### src/rtl/apb_master_ctrl.sv
// APB master controller: turns a single request/response handshake into
// APB3/APB4 transfers on one of NUM_SLAVES address windows. It handles
// address decode, wait states, slave errors and an access-phase timeout.
//
// Handshakes (both sides use the same valid/ready rule):
//   - A beat transfers on a rising PCLK edge where valid && ready are both 1.
//   - Once the producer raises valid, it keeps valid and its payload steady
//     until that edge.
//   - req_ready is high only while the controller is idle.
//   - rsp_valid holds, together with a steady rsp_rdata/rsp_err, until the
//     edge where rsp_ready is sampled high.
module apb_master_ctrl #(
  parameter int          ADDR_WIDTH = 32,
  parameter int          DATA_WIDTH = 32,
  parameter int          NUM_SLAVES = 4,
  parameter logic [31:0] SLV_BASE   = 32'h0000_0000,
  parameter logic [31:0] SLV_SIZE   = 32'h0000_1000,
  parameter int          TIMEOUT    = 16
) (
  input  logic                           PCLK,
  input  logic                           PRESET,
  input  logic                           req_valid,
  output logic                           req_ready,
  input  logic                           req_write,
  input  logic [ADDR_WIDTH-1:0]          req_addr,
  input  logic [DATA_WIDTH-1:0]          req_wdata,
  input  logic [3:0]                     req_strb,
  input  logic [2:0]                     req_prot,
  output logic                           rsp_valid,
  input  logic                           rsp_ready,
  output logic [DATA_WIDTH-1:0]          rsp_rdata,
  output logic                           rsp_err,
  output logic [NUM_SLAVES-1:0]          PSEL,
  output logic                           PENABLE,
  output logic                           PWRITE,
  output logic [ADDR_WIDTH-1:0]          PADDR,
  output logic [DATA_WIDTH-1:0]          PWDATA,
  output logic [3:0]                     PSTRB,
  output logic [2:0]                     PPROT,
  input  logic [NUM_SLAVES*DATA_WIDTH-1:0] PRDATA,
  input  logic [NUM_SLAVES-1:0]          PREADY,
  input  logic [NUM_SLAVES-1:0]          PSLVERR,
  output logic [1:0]                     dbg_state
);

  localparam int IDX_W = (NUM_SLAVES > 1) ? $clog2(NUM_SLAVES) : 1;
  localparam int CNT_W = $clog2(TIMEOUT + 1);
  localparam logic [63:0] WIN_BYTES = 64'(NUM_SLAVES) * 64'(SLV_SIZE);

  typedef enum logic [1:0] {
    IDLE   = 2'd0,
    SETUP  = 2'd1,
    ACCESS = 2'd2,
    RESP   = 2'd3
  } state_t;

  state_t           state;
  state_t           state_n;
  logic             ready_q;
  logic [IDX_W-1:0] sel_q;
  logic [CNT_W-1:0] cnt;

  logic             accept;
  logic             dec_hit;
  logic [IDX_W-1:0] dec_idx;
  logic [63:0]      addr64;
  logic [63:0]      off64;
  logic             sel_ready;
  logic             sel_err;
  logic [DATA_WIDTH-1:0] sel_rdata;
  logic             timeout_hit;

  // req_ready comes from a flop; it is additionally forced low while reset is asserted.
  assign req_ready = ready_q & ~PRESET;
  assign accept    = (state == IDLE) && req_valid && ready_q;
  assign dbg_state = state;

  // Decode the incoming address into a window hit and a slave index.
  always_comb begin
    addr64  = 64'(req_addr);
    off64   = addr64 - 64'(SLV_BASE);
    dec_hit = (addr64 >= 64'(SLV_BASE)) && (off64 < WIN_BYTES);
    dec_idx = IDX_W'(off64 / 64'(SLV_SIZE));
  end

  // Only the latched slave's ready, error and read data are looked at.
  always_comb begin
    sel_ready   = PREADY[sel_q];
    sel_err     = PSLVERR[sel_q];
    sel_rdata   = PRDATA[sel_q*DATA_WIDTH +: DATA_WIDTH];
    timeout_hit = (cnt == CNT_W'(TIMEOUT));
  end

  // State register.
  always_ff @(posedge PCLK or posedge PRESET) begin
    if (PRESET) state <= IDLE;
    else        state <= state_n;
  end

  // Next-state logic.
  always_comb begin
    state_n = state;
    case (state)
      IDLE:    if (accept) state_n = dec_hit ? SETUP : RESP;
      SETUP:   state_n = ACCESS;
      ACCESS:  if (sel_ready || timeout_hit) state_n = RESP;
      RESP:    if (rsp_ready) state_n = IDLE;
      default: state_n = IDLE;
    endcase
  end

  // Registered APB outputs, response outputs, request latches and wait counter.
  always_ff @(posedge PCLK or posedge PRESET) begin
    if (PRESET) begin
      ready_q   <= 1'b1;
      sel_q     <= '0;
      cnt       <= '0;
      PSEL      <= '0;
      PENABLE   <= 1'b0;
      PWRITE    <= 1'b0;
      PADDR     <= '0;
      PWDATA    <= '0;
      PSTRB     <= '0;
      PPROT     <= '0;
      rsp_valid <= 1'b0;
      rsp_rdata <= '0;
      rsp_err   <= 1'b0;
    end else begin
      ready_q <= (state_n == IDLE);
      case (state)
        IDLE: begin
          if (accept) begin
            PWRITE <= req_write;
            PADDR  <= req_addr;
            PWDATA <= req_write ? req_wdata : '0;
            PSTRB  <= req_write ? req_strb : 4'b0000;
            PPROT  <= req_prot;
            sel_q  <= dec_idx;
            if (dec_hit) begin
              PSEL    <= NUM_SLAVES'(1) << dec_idx;
              PENABLE <= 1'b0;
            end else begin
              // Out-of-window address: answer immediately with an error.
              rsp_valid <= 1'b1;
              rsp_err   <= 1'b1;
              rsp_rdata <= '0;
            end
          end
        end
        SETUP: begin
          PENABLE <= 1'b1;
          cnt     <= CNT_W'(1);
        end
        ACCESS: begin
          if (sel_ready) begin
            PSEL      <= '0;
            PENABLE   <= 1'b0;
            rsp_valid <= 1'b1;
            rsp_err   <= sel_err;
            rsp_rdata <= (!PWRITE && !sel_err) ? sel_rdata : '0;
          end else if (timeout_hit) begin
            PSEL      <= '0;
            PENABLE   <= 1'b0;
            rsp_valid <= 1'b1;
            rsp_err   <= 1'b1;
            rsp_rdata <= '0;
          end else begin
            cnt <= cnt + CNT_W'(1);
          end
        end
        RESP: begin
          if (rsp_ready) begin
            rsp_valid <= 1'b0;
            rsp_err   <= 1'b0;
            rsp_rdata <= '0;
          end
        end
        default: ;
      endcase
    end
  end

endmodule

### config.mk
export PLATFORM = sky130hd
export DESIGN_NAME = apb_master_ctrl
export DESIGN_NICKNAME = d
export VERILOG_FILES = /design/src/rtl/apb_master_ctrl.sv
export SDC_FILE = /design/constraint.sdc
export NUM_CORES = 1
export LEC_CHECK = 0
export ABC_AREA = 1
export BUFFER_PORTS_ARGS = -buffer_cell sky130_fd_sc_hd__clkbuf_2
export CORE_MARGIN = 3
export CORE_UTILIZATION = 40
export DETAILED_ROUTE_END_ITERATION = 16
export HOLD_SLACK_MARGIN = 0.12
export PLACE_DENSITY = 0.8
export SLEW_MARGIN = 20
export SYNTH_ARGS = -nofsm -noshare
export SYNTH_HDL_FRONTEND = slang
export SYNTH_SLANG_ARGS = --single-unit
### constraint.sdc
create_clock -name PCLK -period 3.34 [get_ports PCLK]
set_input_delay 0.501 -clock PCLK [delete_from_list [all_inputs] [get_ports PCLK]]
set_output_delay 0.501 -clock PCLK [all_outputs]
set_load 0.02 [all_outputs]
==> out/metrics.cfg, run 1 <==
[critical_path]
cp.arrival_ns=2.81
crit_type=reg2reg
crit_start=dbg_state[1]$_DFF_PP0_
reg2reg_depth=9
cp_slowest_stage_delay_ns=0.54
startpoint_type=flop
cp_max_fo=35
cp-end-kind=flop
cp_slowest_cell=nand2_2
required_ns=3.64
timing.rr.start=dbg_state[1]$_DFF_PP0_
path_cells=inv_1 -> ha_1 -> nand3_4 -> inv_2 -> nand2_1 -> nand2_2 -> nand2_4 -> nand2_1 -> nand2_1
path_common_cell=nand2_1

[floorplanning]
die-area_um2=18200
die_y_um=135
coreArea_um2=16100
ioPinCount=326
die_x_um=135
rows=46
initial_core_util=0.413

[clocking]
numClockSinks=119
cts_tree=yes
ctsHoldBuffers=0
cts_resized=0
post_cts_buffers=0
clkLatencyLatePin_ns=0.41
clock_path_buffers=2
cts_root_buf=clkbuf_16
cts.clk_slew.worst_paths_ns=0.06
h-tree-depth=4
cts_made_buffers=17

[synthesis]
synthDistinctLibCells=29
ys.flop_type=dfrtp_1
ys_seq_area_frac=0.449
ys_top_cells_by_area=dfrtp_1, nand2_1, nand3_1
netlist_area_um2=6630
synth.net_count=1169
synth.avg_cell_area_um2=6.98
synth-seq-cells=119
synth_top_area_cell=dfrtp_1
ys_warn_count=0
async_reset_ff_frac=1.00
synth_edf_count=0
syn_inst=951
synth.most_common_cell=nand2_1
synth_top_area_frac=0.445
synth_common_cells=nand2_1, dfrtp_1, nand3_1, inv_1, o21ai_0

[layout]
syn2layout_area_growth_pct=34.5
drive_gt1_frac=0.306
fillerInstances=1495
seq_area_um2=2980
nets=1461
finalNonFillerCells=1473
final_util=0.556
multi_input_area_um2=3110

[global_route]
grt_max_degree=120
overflow=0
grt_pass1_wl_um=33400
grt_usage=0.231
grt_pass1_vias=6535
antenna_found_initial=1

[worst_hold_path]
hold_depth=3
hold_path_class=in2reg
worstHoldStart=req_addr[8]

[detailed_routing]
vias=7016
ant_nets=0
drc=0
first_pass_iters=5
avgRoutedWirePerCell_um=14.6
drt_iter0_markers=453
drt-total-wl_um=21500
viasPerCell=4.76

[timing]
holdWs_ns=0.282
final.setup.tns_ns=0
period_minus_slack_ns=2.51
finalHoldViolCount=0
slew_headroom=0.303
slew_violations=0
rsz0062_at_grt=false
worstMarginPinSlew_ns=1.04
fin_crit_sh=0.751
setup_viol=0
fin_skew_ns=0.00536
fmax_mhz=399

[place]
place.gp.congestion=0.908
dp_hpwl_um=15900
portBuffers=325
placedCellCount=1440

[pwr]
peakVddDrop_mv=0.506
leakage_nw=5.21
total_power_mw=8.39
p_per_area_nw_per_um2=940

[run]
maxCapViolCount=0

[run_status]
outcome=finished, final reports clean

-- cell type report --
class,count,area share
inverters,63,0.0272
multi-input cells,709,0.349
clock inverters,13,0.0189
repair buffers,333,0.190
diodes,1,0.000280
flip-flops and latches,119,0.334
well taps,216,0.0303
clock buffers,19,0.0496
-- critical path: cells and delay by family, from the launching register on --
kind / cells / cell delay (ns)
adders and majority gates: 1 / 0.40
and+or+nand+nor: 6 / 1.35
DFF: 1 / 0.42
buffers and inverters: 2 / 0.20
-- layout by cell type (no fill, tap or decap), types with 6 or more instances in the layout --
master,count
buf_4,7
clkbuf_16,17
clkbuf_2,325
dfrtp_1,117
ha_1,6
inv_1,57
nand2_1,463
nand3_1,79
nor2_1,48
o211ai_1,32
o21ai_0,49
-- layer usage --
| layer | routed length, um | vias to the layer above | GRT usage |
|---|---|---|---|
| li1 | - | 3562 | - |
| met3 | 1960 | 22 | 0.0682 |
| met2 | 10600 | 311 | 0.406 |
| met4 | 319 | 0 | 0.0633 |
| met1 | 8640 | 3121 | 0.277 |
| met5 | 0 | - | 0 |
-- through the flow --
| step | cell area (um2) | worst slack, ns |
|---|---|---|
| global route | 8920 | 0.591 |
| global placement | 8310 | 0.912 |
| floorplan | 6640 | 1.38 |
| detailed placement | 8310 | 0.842 |
| finish | 8920 | 0.832 |
| CTS | 8920 | 0.829 |
-- sequential cells by signal, indices dropped and copies added, names as in the netlist, 2 cells and up --
signal,cells
dbg_state,2
PPROT,3
PWDATA,32
PADDR,32
PSTRB,4
PSEL,4
rsp_rdata,32
cnt,5
-- logic make-up (layout without fill, tap and decap cells) --
group,Yosys count,in the layout,share of synthesized area
AOI/OAI and AO/OA,93,93,0.0847
DFF,119,119,0.449
buffers and inverters,123,428,0.0815
xor gates and xnor gates,2,2,0.00264
and+or+nand+nor,608,608,0.371
adders and majority gates,6,6,0.0113
other,0,1,0
-- worst paths after layout --
kind,slack (ns),endpoint
worst min register to register,0.47,rsp_valid$_DFFE_PP0P_
min in group asynchronous,0.34,PWDATA[5]$_DFFE_PP0P_
worst max-delay path,0.83,rsp_rdata[18]$_DFFE_PP0P_
worst min-delay path,0.28,PADDR[8]$_DFFE_PP0P_
max in group asynchronous,2.45,PADDR[12]$_DFFE_PP0P_
worst max register to register,0.83,rsp_rdata[18]$_DFFE_PP0P_
-- where the power goes --
part           internal, mW  leakage, nW  total [mW]  switching, mW
registers              2.00         1.56        2.43          0.431
logic                  1.22         3.36        4.06           2.84
clock network          1.20        0.287        1.90          0.700
Note: power is estimated with default switching activity, not from simulation.
==> run 2: changes to the inputs <==
Clock period 3.34 ns to 2.3 ns, I/O delays scaled along.
==> out/metrics.cfg, run 2 (synthesized netlist as in run 1, its figures left out) <==
[timing]
fin_crit_sh=0.899
slew_violations=0
period_minus_slack_ns=2.07
finalHoldViolCount=0
setup_viol=0
worstMarginPinSlew_ns=0.726
rsz0062_at_grt=false
fin_skew_ns=0.00966
fmax_mhz=484
final.setup.tns_ns=0
layout_setup_ws_ns=0.232
slew_headroom=0.516

[clocking]
cts_root_buf=clkbuf_16
cts_tree=yes
cts_made_buffers=17
clock_path_buffers=2
h-tree-depth=4
cts.clk_slew.worst_paths_ns=0.06
post_cts_buffers=0
numClockSinks=119
clkLatencyLatePin_ns=0.42

[critical_path]
crit_type=reg2reg
reg2reg_depth=10
crit_path_end=rsp_rdata[26]$_DFFE_PP0P_
path_buf_inv=3
rr_endpoint=rsp_rdata[26]$_DFFE_PP0P_
path_common_cell=nand2_1
timing.rr.start=dbg_state[0]$_DFF_PP0_
cp.arrival_ns=2.36
path_cells=ha_1 -> inv_1 -> or2_2 -> nand2_1 -> inv_1 -> nand2_2 -> inv_4 -> nand2_4 -> nand2_1 -> nand2_1
path_depth=10
startpoint_type=flop
rrSetupSlack_ns=0.23
cp_slowest_stage_delay_ns=0.43
required_ns=2.59
critPathTopFamily=simple AND/OR/NAND/NOR gates
cp_slowest_cell=dfrtp_1
cp_max_fo=35
cp-end-kind=flop
crit_start=dbg_state[0]$_DFF_PP0_

[pwr]
swShare=0.479
seqPwrFrac=0.283
leakage_nw=5.29
p_int_mw=6.33
p_comb_frac=0.506
peakVddDrop_mv=0.632
p_per_area_nw_per_um2=1340
clkPwrFrac=0.211
p_switching_mw=5.83

[layout]
diodes=0
mostFrequentLayoutCell=nand2_1
reg.largest.list=PADDR (32), PWDATA (32), rsp_rdata (32)
seq_area_um2=2980
final_util=0.564
fillerInstances=1519
drive_gt1_frac=0.311
multi_input_area_um2=3110
syn2layout_area_growth_pct=36.5
nets=1481
final_cell_mix=nand2_1, clkbuf_2, dfrtp_1

[detailed_routing]
ant_nets=0
drt_iter0_markers=450
vias=7045
drc=0
avgRoutedWirePerCell_um=14.7
first_pass_iters=5
drt-total-wl_um=21900
viasPerCell=4.72

[global_route]
grt_pass1_wl_um=34000
grt_pass1_vias=6619
overflow=0
antenna_found_initial=0
grt_max_degree=120
grt_usage=0.235

[run_status]
outcome=finished, final reports clean

[floorplanning]
die_x_um=135
initial_core_util=0.413
die-area_um2=18200
ioPinCount=326
rows=46
coreArea_um2=16100
die_y_um=135

[run]
maxCapViolCount=0

[place]
dp_hpwl_um=16400
portBuffers=325
place.gp.congestion=0.886
place_ws_ns=0.292

[worst_hold_path]
hold_path_class=in2async

-- run 2: through the flow --
step | hold WS (ns) | power, mW | area [um2] | std cells
after floorplan | 0.455 | 7.72 | 6640 | 951
after global placement | 0.463 | 9.49 | 8420 | 1453
after detailed placement | 0.464 | 9.60 | 8420 | 1453
after CTS | 0.124 | 12.2 | 9060 | 1492
after global routing | 0.133 | 13.1 | 9060 | 1492
final | 0.0872 | 12.2 | 9060 | 1492
-- run 2: worst register-to-register path: cells and delay by family (launching register included) --
| kind | cells | cell delay [ns] |
|---|---|---|
| adder cells (fa/ha/maj) | 1 | 0.24 |
| buffers and inverters | 3 | 0.47 |
| flip-flops | 1 | 0.43 |
| AND/OR/NAND/NOR | 6 | 0.81 |
-- run 2: final cells by class --
class | instances | area share
clock buffer | 18 | 0.0474
multi-input combinational | 709 | 0.344
tap | 216 | 0.0298
sequential | 119 | 0.329
inverter | 63 | 0.0268
timing repair buffer | 353 | 0.207
clock inverter | 14 | 0.0153
-- run 2: worst min path at each step --
stage	depth (start not counted)	startpoint	to
finish	3	PRESET	PENABLE$_DFFE_PP0P_
global route	3	req_addr[2]	PADDR[2]$_DFFE_PP0P_
CTS	3	req_addr[9]	PADDR[9]$_DFFE_PP0P_
detailed placement	2	PADDR[11]$_DFFE_PP0P_	PADDR[11]$_DFFE_PP0P_
global placement	2	PADDR[4]$_DFFE_PP0P_	PADDR[4]$_DFFE_PP0P_
floorplan	2	req_addr[0]	PADDR[0]$_DFFE_PP0P_
-- run 2: power groups by stage --
stage / Combinational (mW) / Sequential [mW] / Clock (mW)
after CTS: 6.19 / 3.44 / 2.62
after detailed placement: 6.18 / 3.43 / 0
after global placement: 6.03 / 3.46 / 0
final: 6.15 / 3.44 / 2.57
after floorplan: 3.44 / 4.28 / 0
after global routing: 6.84 / 3.54 / 2.71
-- run 2: repair_timing --
action                    in CTS  in global routing
gates resized for setup        0                  0
hold buffers                   7                  0
hold endpoints to repair       7                  0
-- run 2: per-layer routing --
metal / up-vias / part of all wire / global-route usage
met2: 323 / 0.49 / 0.399
met1: 3080 / 0.40 / 0.289
li1: 3604 / - / -
met3: 38 / 0.091 / 0.0630
met4: 0 / 0.024 / 0.0860
met5: - / 0 / 0
==> run 3: changes to the inputs <==
Clock period 2.3 ns to 1.8 ns, I/O delays scaled along.
==> out/metrics.cfg, run 3 (synthesized netlist as in run 1, its figures left out) <==
[run_status]
outcome=finished, final reports clean

[global_route]
grt_util_met2=0.444
use_met1=0.310
grt_max_degree=113
grt_pass1_vias=7162
grt_usage=0.260
overflow=0
grt_pass1_wl_um=37100
grt.busiest_layer=met2
antenna_found_initial=0
grt_use_met3=0.0712

[place]
dp_hpwl_um=16500
portBuffers=325
place.gp.congestion=0.898

[worst_hold_path]
holdPathEnd=PWDATA[2]$_DFFE_PP0P_
hold_path_class=in2reg
worstHoldStart=req_wdata[2]
hold_depth=3

[critical_path]
reg2reg_depth=10
path_buf_inv=4
path_common_cell=nand2_1
cp_slowest_stage_delay_ns=0.55
cp_slowest_cell=dlygate4sd3_1
rr_endpoint=rsp_rdata[12]$_DFFE_PP0P_
startpoint_type=input port
required_ns=2.10
rrSetupSlack_ns=0.09
critPathTopFamily=buffers and inverters
cp-end-kind=flop
timing.rr.start=PADDR[12]$_DFFE_PP0P_
cp_max_fo=17
crit_type=in2reg
path_cells=dlygate4sd3_1 -> clkbuf_2 -> inv_1 -> nand2_1 -> nor2_1 -> nand3_4 -> nand2_2 -> nand2_8 -> clkbuf_16 -> nand3_1 -> nand2_1
cp.arrival_ns=2.10

[timing]
setup_viol=0
holdWs_ns=0.131
fmax_mhz=557
slew_headroom=0.487
final.setup.tns_ns=0
fin_crit_sh=0.998
worstMarginPinSlew_ns=0.770
slew_violations=0
fin_skew_ns=0.0127
finalHoldViolCount=0
period_minus_slack_ns=1.80
rsz0062_at_grt=true

[clocking]
h-tree-depth=4
numClockSinks=119
cts_root_buf=clkbuf_16
clkLatencyLatePin_ns=0.42
clock_path_buffers=2
cts.clk_slew.worst_paths_ns=0.06
cts_made_buffers=17
cts_tree=yes

[pwr]
peakVddDrop_mv=1.00
leakage_nw=5.61
total_power_mw=16.6
p_per_area_nw_per_um2=1680

[layout]
reg.largest.list=PADDR (32), PWDATA (32), rsp_rdata (32)
mostFrequentLayoutCell=nand2_1
final_cell_mix=nand2_1, clkbuf_2, dfrtp_1
drive_gt1_frac=0.309
fillerInstances=1361
syn2layout_area_growth_pct=48.5
seq_area_um2=2980
final_util=0.613
multi_input_area_um2=3180
diodes=0
nets=1543

[detailed_routing]
first_pass_iters=5
drt-total-wl_um=24900
drc=0
viasPerCell=4.94
ant_nets=0
drt_iter0_markers=560
vias=7674
avgRoutedWirePerCell_um=16.0

[floorplanning]
rows=46
die-area_um2=18200
die_x_um=135
initial_core_util=0.413
die_y_um=135
ioPinCount=326
coreArea_um2=16100

[run]
maxCapViolCount=0

-- run 3: changes by cell type in the layout (fill, tap and decap cells not counted), moves of 2 or more --
cell and change:
nor2_1 -2, buf_12 +9, nor2_2 +2, dlygate4sd3_1 +52, nand2_8 +3
-- run 3: worst max-delay path by stage --
stage,slack [ns],startpoint,endpoint,depth (start not counted)
finish,0.003,req_addr[15],rsp_rdata[26]$_DFFE_PP0P_,11
global route,-0.02,req_addr[15],rsp_rdata[29]$_DFFE_PP0P_,11
CTS,0.05,dbg_state[1]$_DFF_PP0_,rsp_rdata[17]$_DFFE_PP0P_,9
detailed placement,-0.005,dbg_state[1]$_DFF_PP0_,rsp_rdata[17]$_DFFE_PP0P_,9
global placement,0.13,req_addr[16],rsp_rdata[17]$_DFFE_PP0P_,10
floorplan,0.08,PRESET,PADDR[0]$_DFFE_PP0P_,1
-- run 3: repair_timing --
action	4_1_cts	5_1_grt
pin swaps	0	2
buffers inserted	0	0
gates cloned	0	2
resized for setup	1	9
endpoints found under the hold margin	75	0
hold buffers	59	0
setup endpoints to repair	28	38
-- run 3: per-stage QoR --
step / setup slack (ns) / cell area [um2] / std cells
finish: 0.00348 / 9850 / 1554
global route: -0.0236 / 9850 / 1554
CTS: 0.0472 / 9770 / 1552
detailed placement: -0.00494 / 8590 / 1461
global placement: 0.130 / 8590 / 1461
floorplan: 0.0755 / 6640 / 951
-- run 3: layout make-up --
class | count | area share
clock inverter | 14 | 0.0138
tap | 216 | 0.0274
timing repair buffer | 414 | 0.264
sequential | 119 | 0.303
inverter | 63 | 0.0246
clock buffer | 18 | 0.0446
multi-input combinational | 710 | 0.323
-- run 3: layer usage --
metal / routed length (um) / vias to the layer above
li1: - / 3731
met1: 9460 / 3440
met2: 12400 / 449
met3: 2310 / 54
met4: 758 / 0
met5: 0 / -
-- run 3: worst min-delay path, stage by stage --
cell and delay, ns:
clkbuf_2 0.10, nand2_1 0.06, o21ai_0 0.07
-- run 3: power by group --
group / internal [mW] / switching [mW] / leakage, nW
logic: 2.97 / 5.84 / 3.78
clock network: 1.97 / 1.37 / 0.275
registers: 3.71 / 0.735 / 1.56
